## config.mk

```make
export PLATFORM = sky130hd
export DESIGN_NAME = irig_bit_classifier
export DESIGN_NICKNAME = d
export VERILOG_FILES = /design/src/rtl/irig_pkg.sv /design/src/rtl/irig_glitch_filter.sv /design/src/rtl/irig_bit_classifier.sv
export SDC_FILE = /design/constraint.sdc
export NUM_CORES = 1
export LEC_CHECK = 0
export BUFFER_PORTS_ARGS = -buffer_cell sky130_fd_sc_hd__buf_2
export CAP_MARGIN = 20
export CORE_MARGIN = 3
export CORE_UTILIZATION = 65
export CTS_BUF_LIST = sky130_fd_sc_hd__clkbuf_4 sky130_fd_sc_hd__clkbuf_8
export DETAILED_ROUTE_END_ITERATION = 8
export PLACE_DENSITY = 0.81
export SLEW_MARGIN = 25
export SYNTH_ARGS = -nofsm -noshare
export SYNTH_HDL_FRONTEND = slang
export SYNTH_SLANG_ARGS = --single-unit
```

## constraint.sdc

```tcl
create_clock -name clk_10mhz -period 2.9 [get_ports clk_10mhz]
set_input_delay 0.435 -clock clk_10mhz [delete_from_list [all_inputs] [get_ports clk_10mhz]]
set_output_delay 0.435 -clock clk_10mhz [all_outputs]
set_load 0.01 [all_outputs]
```

## src/rtl/irig_pkg.sv

```systemverilog
`timescale 1ns/1ps
`default_nettype none
// ============================================================================
// Module      : irig_pkg
// Description : Shared symbol codes, FSM state encoding and default cycle
//               thresholds for the IRIG-B bit classifier (10 MHz clock).
// Revision    : 1.0 - initial release
// ============================================================================
package irig_pkg;

  // Counter width for high/low pulse measurement
  localparam int CNT_W = 17;

  // Symbol codes presented on sym
  localparam logic [1:0] SYM_D0   = 2'b00;
  localparam logic [1:0] SYM_D1   = 2'b01;
  localparam logic [1:0] SYM_MARK = 2'b10;
  localparam logic [1:0] SYM_ERR  = 2'b11;

  // Default thresholds in 10 MHz cycles
  localparam int DEF_FILTER_LEN = 4;
  localparam int DEF_D0_MIN     = 15000;
  localparam int DEF_D1_MIN     = 35000;
  localparam int DEF_MK_MIN     = 65000;
  localparam int DEF_HI_MAX     = 95000;
  localparam int DEF_LO_TIMEOUT = 120000;

  // Classifier state encoding
  typedef enum logic [1:0] {
    ST_SEEK     = 2'd0,
    ST_LOW      = 2'd1,
    ST_HIGH     = 2'd2,
    ST_STUCK_HI = 2'd3
  } state_t;

  // Map a measured high width onto a symbol code
  function automatic logic [1:0] classify(
    input logic [CNT_W-1:0] n,
    input logic [CNT_W-1:0] d0_min,
    input logic [CNT_W-1:0] d1_min,
    input logic [CNT_W-1:0] mk_min,
    input logic [CNT_W-1:0] hi_max
  );
    logic [1:0] code;
    if (n < d0_min)      code = SYM_ERR;
    else if (n < d1_min) code = SYM_D0;
    else if (n < mk_min) code = SYM_D1;
    else if (n < hi_max) code = SYM_MARK;
    else                 code = SYM_ERR;
    return code;
  endfunction

endpackage
`default_nettype wire

```

## src/rtl/irig_glitch_filter.sv

```systemverilog
`timescale 1ns/1ps
`default_nettype none
// ============================================================================
// Module      : irig_glitch_filter
// Description : 2-FF synchronizer followed by a FILTER_LEN-sample debounce.
//               Emits registered rise/fall strobes in the cycle the filtered
//               level changes.
// Revision    : 1.0 - initial release
// ============================================================================
module irig_glitch_filter #(
  parameter int FILTER_LEN = 4
) (
  input  logic clk_10mhz,
  input  logic rst_n,
  input  logic din_i,
  output logic filt_o,
  output logic rise_o,
  output logic fall_o
);

  localparam int            CW     = $clog2(FILTER_LEN + 1);
  localparam logic [CW-1:0] C_LAST = CW'(FILTER_LEN - 1);

  logic          sync1_q, sync2_q;
  logic          filt_q, rise_q, fall_q;
  logic [CW-1:0] cnt_q;

  // Two-stage synchronizer; idles high like an undriven IRIG line
  always_ff @(posedge clk_10mhz or negedge rst_n) begin
    if (!rst_n) begin
      sync1_q <= 1'b1;
      sync2_q <= 1'b1;
    end else begin
      sync1_q <= din_i;
      sync2_q <= sync1_q;
    end
  end

  // Debounce: flip after FILTER_LEN consecutive samples disagreeing with filt_q
  always_ff @(posedge clk_10mhz or negedge rst_n) begin
    if (!rst_n) begin
      filt_q <= 1'b1;
      cnt_q  <= '0;
      rise_q <= 1'b0;
      fall_q <= 1'b0;
    end else begin
      rise_q <= 1'b0;
      fall_q <= 1'b0;
      if (sync2_q != filt_q) begin
        if (cnt_q == C_LAST) begin
          filt_q <= sync2_q;
          cnt_q  <= '0;
          rise_q <= sync2_q;
          fall_q <= ~sync2_q;
        end else begin
          cnt_q <= cnt_q + CW'(1);
        end
      end else begin
        cnt_q <= '0;
      end
    end
  end

  assign filt_o = filt_q;
  assign rise_o = rise_q;
  assign fall_o = fall_q;

endmodule
`default_nettype wire

```

## src/rtl/irig_bit_classifier.sv

```systemverilog
`timescale 1ns/1ps
`default_nettype none
// ============================================================================
// Module      : irig_bit_classifier
// Description : Measures filtered IRIG-B high pulses and classifies them as
//               D0 / D1 / MARK / ERR; tracks loss of signal.
// Revision    : 1.0 - initial release
// ============================================================================
module irig_bit_classifier
  import irig_pkg::*;
#(
  parameter int FILTER_LEN = DEF_FILTER_LEN,
  parameter int D0_MIN     = DEF_D0_MIN,
  parameter int D1_MIN     = DEF_D1_MIN,
  parameter int MK_MIN     = DEF_MK_MIN,
  parameter int HI_MAX     = DEF_HI_MAX,
  parameter int LO_TIMEOUT = DEF_LO_TIMEOUT
) (
  input  logic       clk_10mhz,
  input  logic       rst,
  input  logic       irigb,
  output logic       rise_stb,
  output logic       sym_valid,
  output logic [1:0] sym,
  output logic       los
);

  localparam logic [CNT_W-1:0] C_D0_MIN = CNT_W'(D0_MIN);
  localparam logic [CNT_W-1:0] C_D1_MIN = CNT_W'(D1_MIN);
  localparam logic [CNT_W-1:0] C_MK_MIN = CNT_W'(MK_MIN);
  localparam logic [CNT_W-1:0] C_HI_MAX = CNT_W'(HI_MAX);
  localparam logic [CNT_W-1:0] C_LO_TO  = CNT_W'(LO_TIMEOUT);
  localparam logic [CNT_W-1:0] C_SAT    = '1;

  logic             rst_sync_q;
  logic             w_filt, w_rise, w_fall;
  state_t           state_q, state_d;
  logic [CNT_W-1:0] hi_q, hi_d, lo_q, lo_d;
  logic             sv_q, sv_d, los_q, los_d;
  logic [1:0]       sym_q, sym_d, w_class;
  logic [CNT_W-1:0] w_hi_inc, w_lo_inc;
  logic             w_hi_top, w_lo_hit;

  // Reset release is retimed so the first active edge is the second clock after deassertion
  always_ff @(posedge clk_10mhz or negedge rst) begin
    if (!rst) rst_sync_q <= 1'b0;
    else      rst_sync_q <= 1'b1;
  end

  irig_glitch_filter #(
    .FILTER_LEN (FILTER_LEN)
  ) u_filter (
    .clk_10mhz (clk_10mhz),
    .rst_n     (rst_sync_q),
    .din_i     (irigb),
    .filt_o    (w_filt),
    .rise_o    (w_rise),
    .fall_o    (w_fall)
  );

  // Saturating increments and threshold detection (fire once, on reaching the limit)
  assign w_hi_inc = (hi_q == C_SAT) ? hi_q : hi_q + CNT_W'(1);
  assign w_lo_inc = (lo_q == C_SAT) ? lo_q : lo_q + CNT_W'(1);
  assign w_hi_top = w_filt && (hi_q < C_HI_MAX) && (w_hi_inc >= C_HI_MAX);
  assign w_lo_hit = !w_filt && (lo_q != C_LO_TO) && (w_lo_inc == C_LO_TO);
  assign w_class  = classify(hi_q, C_D0_MIN, C_D1_MIN, C_MK_MIN, C_HI_MAX);

  // State and registered outputs
  always_ff @(posedge clk_10mhz or negedge rst_sync_q) begin
    if (!rst_sync_q) begin
      state_q <= ST_SEEK;
      hi_q    <= '0;
      lo_q    <= '0;
      sv_q    <= 1'b0;
      sym_q   <= SYM_ERR;
      los_q   <= 1'b1;
    end else begin
      state_q <= state_d;
      hi_q    <= hi_d;
      lo_q    <= lo_d;
      sv_q    <= sv_d;
      sym_q   <= sym_d;
      los_q   <= los_d;
    end
  end

  // Next-state logic
  always_comb begin
    state_d = state_q;
    case (state_q)
      ST_SEEK: begin
        if (w_fall)        state_d = ST_LOW;
        else if (w_hi_top) state_d = ST_STUCK_HI;
      end
      ST_LOW: begin
        if (w_rise) state_d = ST_HIGH;
      end
      ST_HIGH: begin
        if (w_fall)        state_d = ST_LOW;
        else if (w_hi_top) state_d = ST_STUCK_HI;
      end
      ST_STUCK_HI: begin
        if (w_fall) state_d = ST_LOW;
      end
      default: state_d = ST_SEEK;
    endcase
  end

  // Counters, symbol emission and loss-of-signal flag
  always_comb begin
    hi_d  = hi_q;
    lo_d  = lo_q;
    sv_d  = 1'b0;
    sym_d = sym_q;
    los_d = los_q;
    case (state_q)
      ST_SEEK: begin
        if (w_fall)      hi_d = '0;
        else if (w_filt) hi_d = w_hi_inc;
      end
      ST_LOW: begin
        if (w_rise) begin
          hi_d = CNT_W'(1);
          lo_d = '0;
        end else if (!w_filt) begin
          lo_d = w_lo_inc;
          if (w_lo_hit) begin
            sv_d  = 1'b1;
            sym_d = SYM_ERR;
            los_d = 1'b1;
          end
        end
      end
      ST_HIGH: begin
        if (w_fall) begin
          hi_d  = '0;
          sv_d  = 1'b1;
          sym_d = w_class;
          if (w_class != SYM_ERR) los_d = 1'b0;
        end else if (w_filt) begin
          hi_d = w_hi_inc;
          if (w_hi_top) begin
            sv_d  = 1'b1;
            sym_d = SYM_ERR;
            los_d = 1'b1;
          end
        end
      end
      ST_STUCK_HI: begin
        if (w_fall) hi_d = '0;
      end
      default: begin
        hi_d = '0;
        lo_d = '0;
      end
    endcase
  end

  assign rise_stb  = w_rise;
  assign sym_valid = sv_q;
  assign sym       = sym_q;
  assign los       = los_q;

endmodule
`default_nettype wire

```

==> impl_summary.log <==
[metrics] outcome: complete, no violations
[metrics] cell taking the most area after synthesis: dfrtp_1
[metrics] fin crit share: 0.948
[metrics] number of flops mapped to enable cells by yosys: 0
[metrics] Slew HR: 0.557
[metrics] summed area of non-filler cells in the final layout: 3800 um2
[metrics] area inside the core boundary: 5200 um2
[metrics] most frequently used cell type in the post-synthesis netlist: o21ai_0
[metrics] total number of vias: 3463
[metrics] Clock Sinks: 49
[metrics] Avg Vias per Cell: 6.83
[metrics] area added between synthesis and finish: 7.19%
[metrics] Setup Skew: 0.00915 ns
[metrics] global route overflow: 0
[metrics] Synth Area per Inst: 8.12 um2
[metrics] number of iterations in the first detailed-routing pass: 5
[metrics] cts bufs inserted: 5
[metrics] leakage power: 1.53 nW
[metrics] HPWL Detailed: 6.11 mm
[metrics] clock tree from TritonCTS: done
[metrics] number of nets at the end of the flow: 448
[metrics] setup repair after global routing missed its margin: no
[metrics] Total Neg Setup Slack: 0 ns
[metrics] clk_lat worst skew: 0.31 ns
[metrics] Seq cells post-synth: 49
[metrics] setup slack at placement: 0.157 ns
[metrics] antenna viol nets, final: 0
[metrics] share of synthesized flip-flops with an asynchronous set or reset: 1.00
[metrics] transition at the pin with the smallest max-transition slack: 0.659 ns
[metrics] critical path startpoint category: flop
[metrics] cell count after synthesis: 437
[metrics] maximum number of pins on one net before global-route repair: 49
[metrics] area fraction of the dominant cell type after synthesis: 0.303
[metrics] clock transition at the registers of the reported paths: 0.10 ns
[metrics] CTS Buffer Depth: 2
[metrics] type of the worst min-delay path: input pin to flop
[metrics] GR Util All Layers: 0.298
[metrics] final routed wirelength across all metal layers: 8.71 mm
[metrics] number of rows created at floorplan: 26
[metrics] number of slew-limit violations in the final report: 0
[metrics] first-pass GRT wire length: 15.1 mm
[metrics] antenna cell count: 0
[metrics] Fin. Hold Viols: 0
[metrics] fraction of final layout cells with drive strength greater than 1: 0.140
[metrics] DR WL/cell: 17.2 um
[metrics] DP Area: 3660 um2
[metrics] number of DRC markers in iteration 0: 459
[metrics] largest vdd supply drop: 0.518 mV
[metrics] total of warnings raised by yosys: 0
[metrics] IO Count: 8
[metrics] number of buffers inserted by port buffering: 7
[metrics] maximum net fanout on the critical path: 9
[metrics] initial core utilization: 0.682
[metrics] final estimated routing congestion in global placement: 0.988
[metrics] final setup slack of the worst path: 0.152 ns
[metrics] final setup vio count: 0
[metrics] die area: 6380 um2
[metrics] drc violations: 0
[metrics] Synth top cells by count: o21ai_0, dfrtp_1, nor2_1
[metrics] Min Clock Period, post-route: 2.75 ns
[metrics] data arrival time of the worst path: 2.95 ns
[metrics] maximum level of the CTS H-tree: 2
[metrics] cell area after technology mapping: 3550 um2
[metrics] cell chosen for the clock root: clkbuf_8
[metrics] type of element capturing the critical path: flop
[metrics] number of global-route vias before repair: 3125
[metrics] Total Power: 0.00237 W
[metrics] number of antenna violations at the first check in global routing: 0
[metrics] worst endpoint required time: 3.10 ns
[metrics] peak clock frequency supported by timing: 364 MHz
[metrics] distinct cell type count after synthesis: 65
[metrics] pwr dens: 624 nW/um2
[metrics] leading register cell type out of synthesis: dfrtp_1
[metrics] die extent in y: 79.9 um
[metrics] Die Width: 79.9 um
[metrics] Fin Hold WS: 0.224 ns
[metrics] Synth Net Count: 449
[metrics] category of the critical setup timing path: flop to flop
[metrics] sequential area share after synthesis: 0.348
[metrics] top post-synthesis cells by area: dfrtp_1, o21ai_0, dfstp_2
[metrics] max-cap viol count: 0
[report_power, final]
| part | switching (W) | internal [W] |
|---|---|---|
| sequential | 0.000113 | 0.000773 |
| clock | 0.000242 | 0.000281 |
| combinational | 0.000587 | 0.000379 |
| total | 0.000942 | 0.00143 |
[state kept, by name (all words and copies together), names as in the netlist]
name,count
u_filter.sync1_q,1
rst_sync_q,1
lo_q,17
u_filter.filt_o,1
u_filter.rise_o,1
u_filter.cnt_q,3
hi_q,17
sym,2
u_filter.sync2_q,1
los,1
u_filter.fall_o,1
state_q,2
sym_valid,1
[layout make-up]
type | count | area (um2)
multi-input cells | 341 | 2120
fillers | 399 | 1400
flip-flops and latches | 49 | 1240
repair buffers | 28 | 195
well taps | 70 | 87.6
clock buffers | 6 | 82.6
inverters | 11 | 41.3
clock inverters | 2 | 37.5
[final timing paths]
path	startpoint	to	slack [ns]	cells after the start
worst max-delay path	hi_q[5]	state_q[1]	0.15	7
worst min-delay path	irigb	u_filter.sync1_q	0.22	1
worst min register to register	rst_sync_q	hi_q[8]	0.35	0
max in group asynchronous	rst_sync_q	lo_q[5]	2.12	0
min in group asynchronous	rst_sync_q	hi_q[8]	0.35	0
worst max register to register	hi_q[5]	state_q[1]	0.15	7
[timing repair]
action	4_1_cts	5_1_grt
setup buffers	0	0
hold buffers	1	0
endpoints found under the setup margin	0	3
gates resized for setup	0	3
endpoints found under the hold margin	1	0
[worst max-delay path: stages, from the launching register on]
cell	delay, ns
dfrtp_1	0.51
nand4_2	0.25
nor3_1	0.48
and2_1	0.25
a21oi_1	0.09
a311oi_1	0.49
o31ai_1	0.24
a221oi_1	0.32
[layout by cell type, fill, tap and decap left out, types with 3 or more instances in the layout]
| cell type | instances |
|---|---|
| xor2_1 | 5 |
| nor4_1 | 5 |
| a21o_1 | 7 |
| inv_1 | 11 |
| nor3b_1 | 4 |
| nand2_1 | 31 |
| nor3_1 | 19 |
| dfrtp_1 | 41 |
| ha_1 | 9 |
| and3_1 | 9 |
| nand3_1 | 20 |
| o31ai_1 | 9 |
| and4_1 | 4 |
| a31oi_1 | 12 |
| a211oi_1 | 5 |
| nor2_1 | 36 |
| clkbuf_8 | 6 |
| dfstp_2 | 6 |
| o21ai_0 | 48 |
| and2_1 | 5 |
| nand4_1 | 18 |
| buf_2 | 7 |
| buf_4 | 20 |
| nor4_2 | 3 |
| or3_1 | 3 |
| a21oi_1 | 29 |
| nand2b_1 | 5 |
| nand4b_1 | 4 |
[stage by stage]
step / utilization / std cells
after floorplan: - / 437
final: 0.731 / 507
after global placement: 0.704 / 498
after CTS: 0.729 / 507
after global routing: 0.731 / 507
after detailed placement: 0.704 / 498
[logic make-up (layout without fill, tap and decap cells)]
| logic type | Yosys count | in the layout | share of synthesized area |
|---|---|---|---|
| simple gates | 181 | 181 | 0.281 |
| compound gates | 139 | 139 | 0.251 |
| flops | 49 | 49 | 0.348 |
| buf+inv | 47 | 47 | 0.0564 |
| fa+ha+maj | 9 | 9 | 0.0317 |
| xor+xnor | 6 | 6 | 0.0148 |
| mux | 5 | 5 | 0.0162 |
| other cells | 1 | 1 | 0.00106 |
[per-layer routing]
layer | GRT usage | routed length (um) | up-vias
li1 | - | - | 1626
met1 | 0.461 | 4070 | 1611
met2 | 0.430 | 3710 | 212
met3 | 0.0609 | 830 | 14
met4 | 0.0557 | 95 | 0
met5 | 0 | 0 | -
Power figures use the tool's default switching activity.
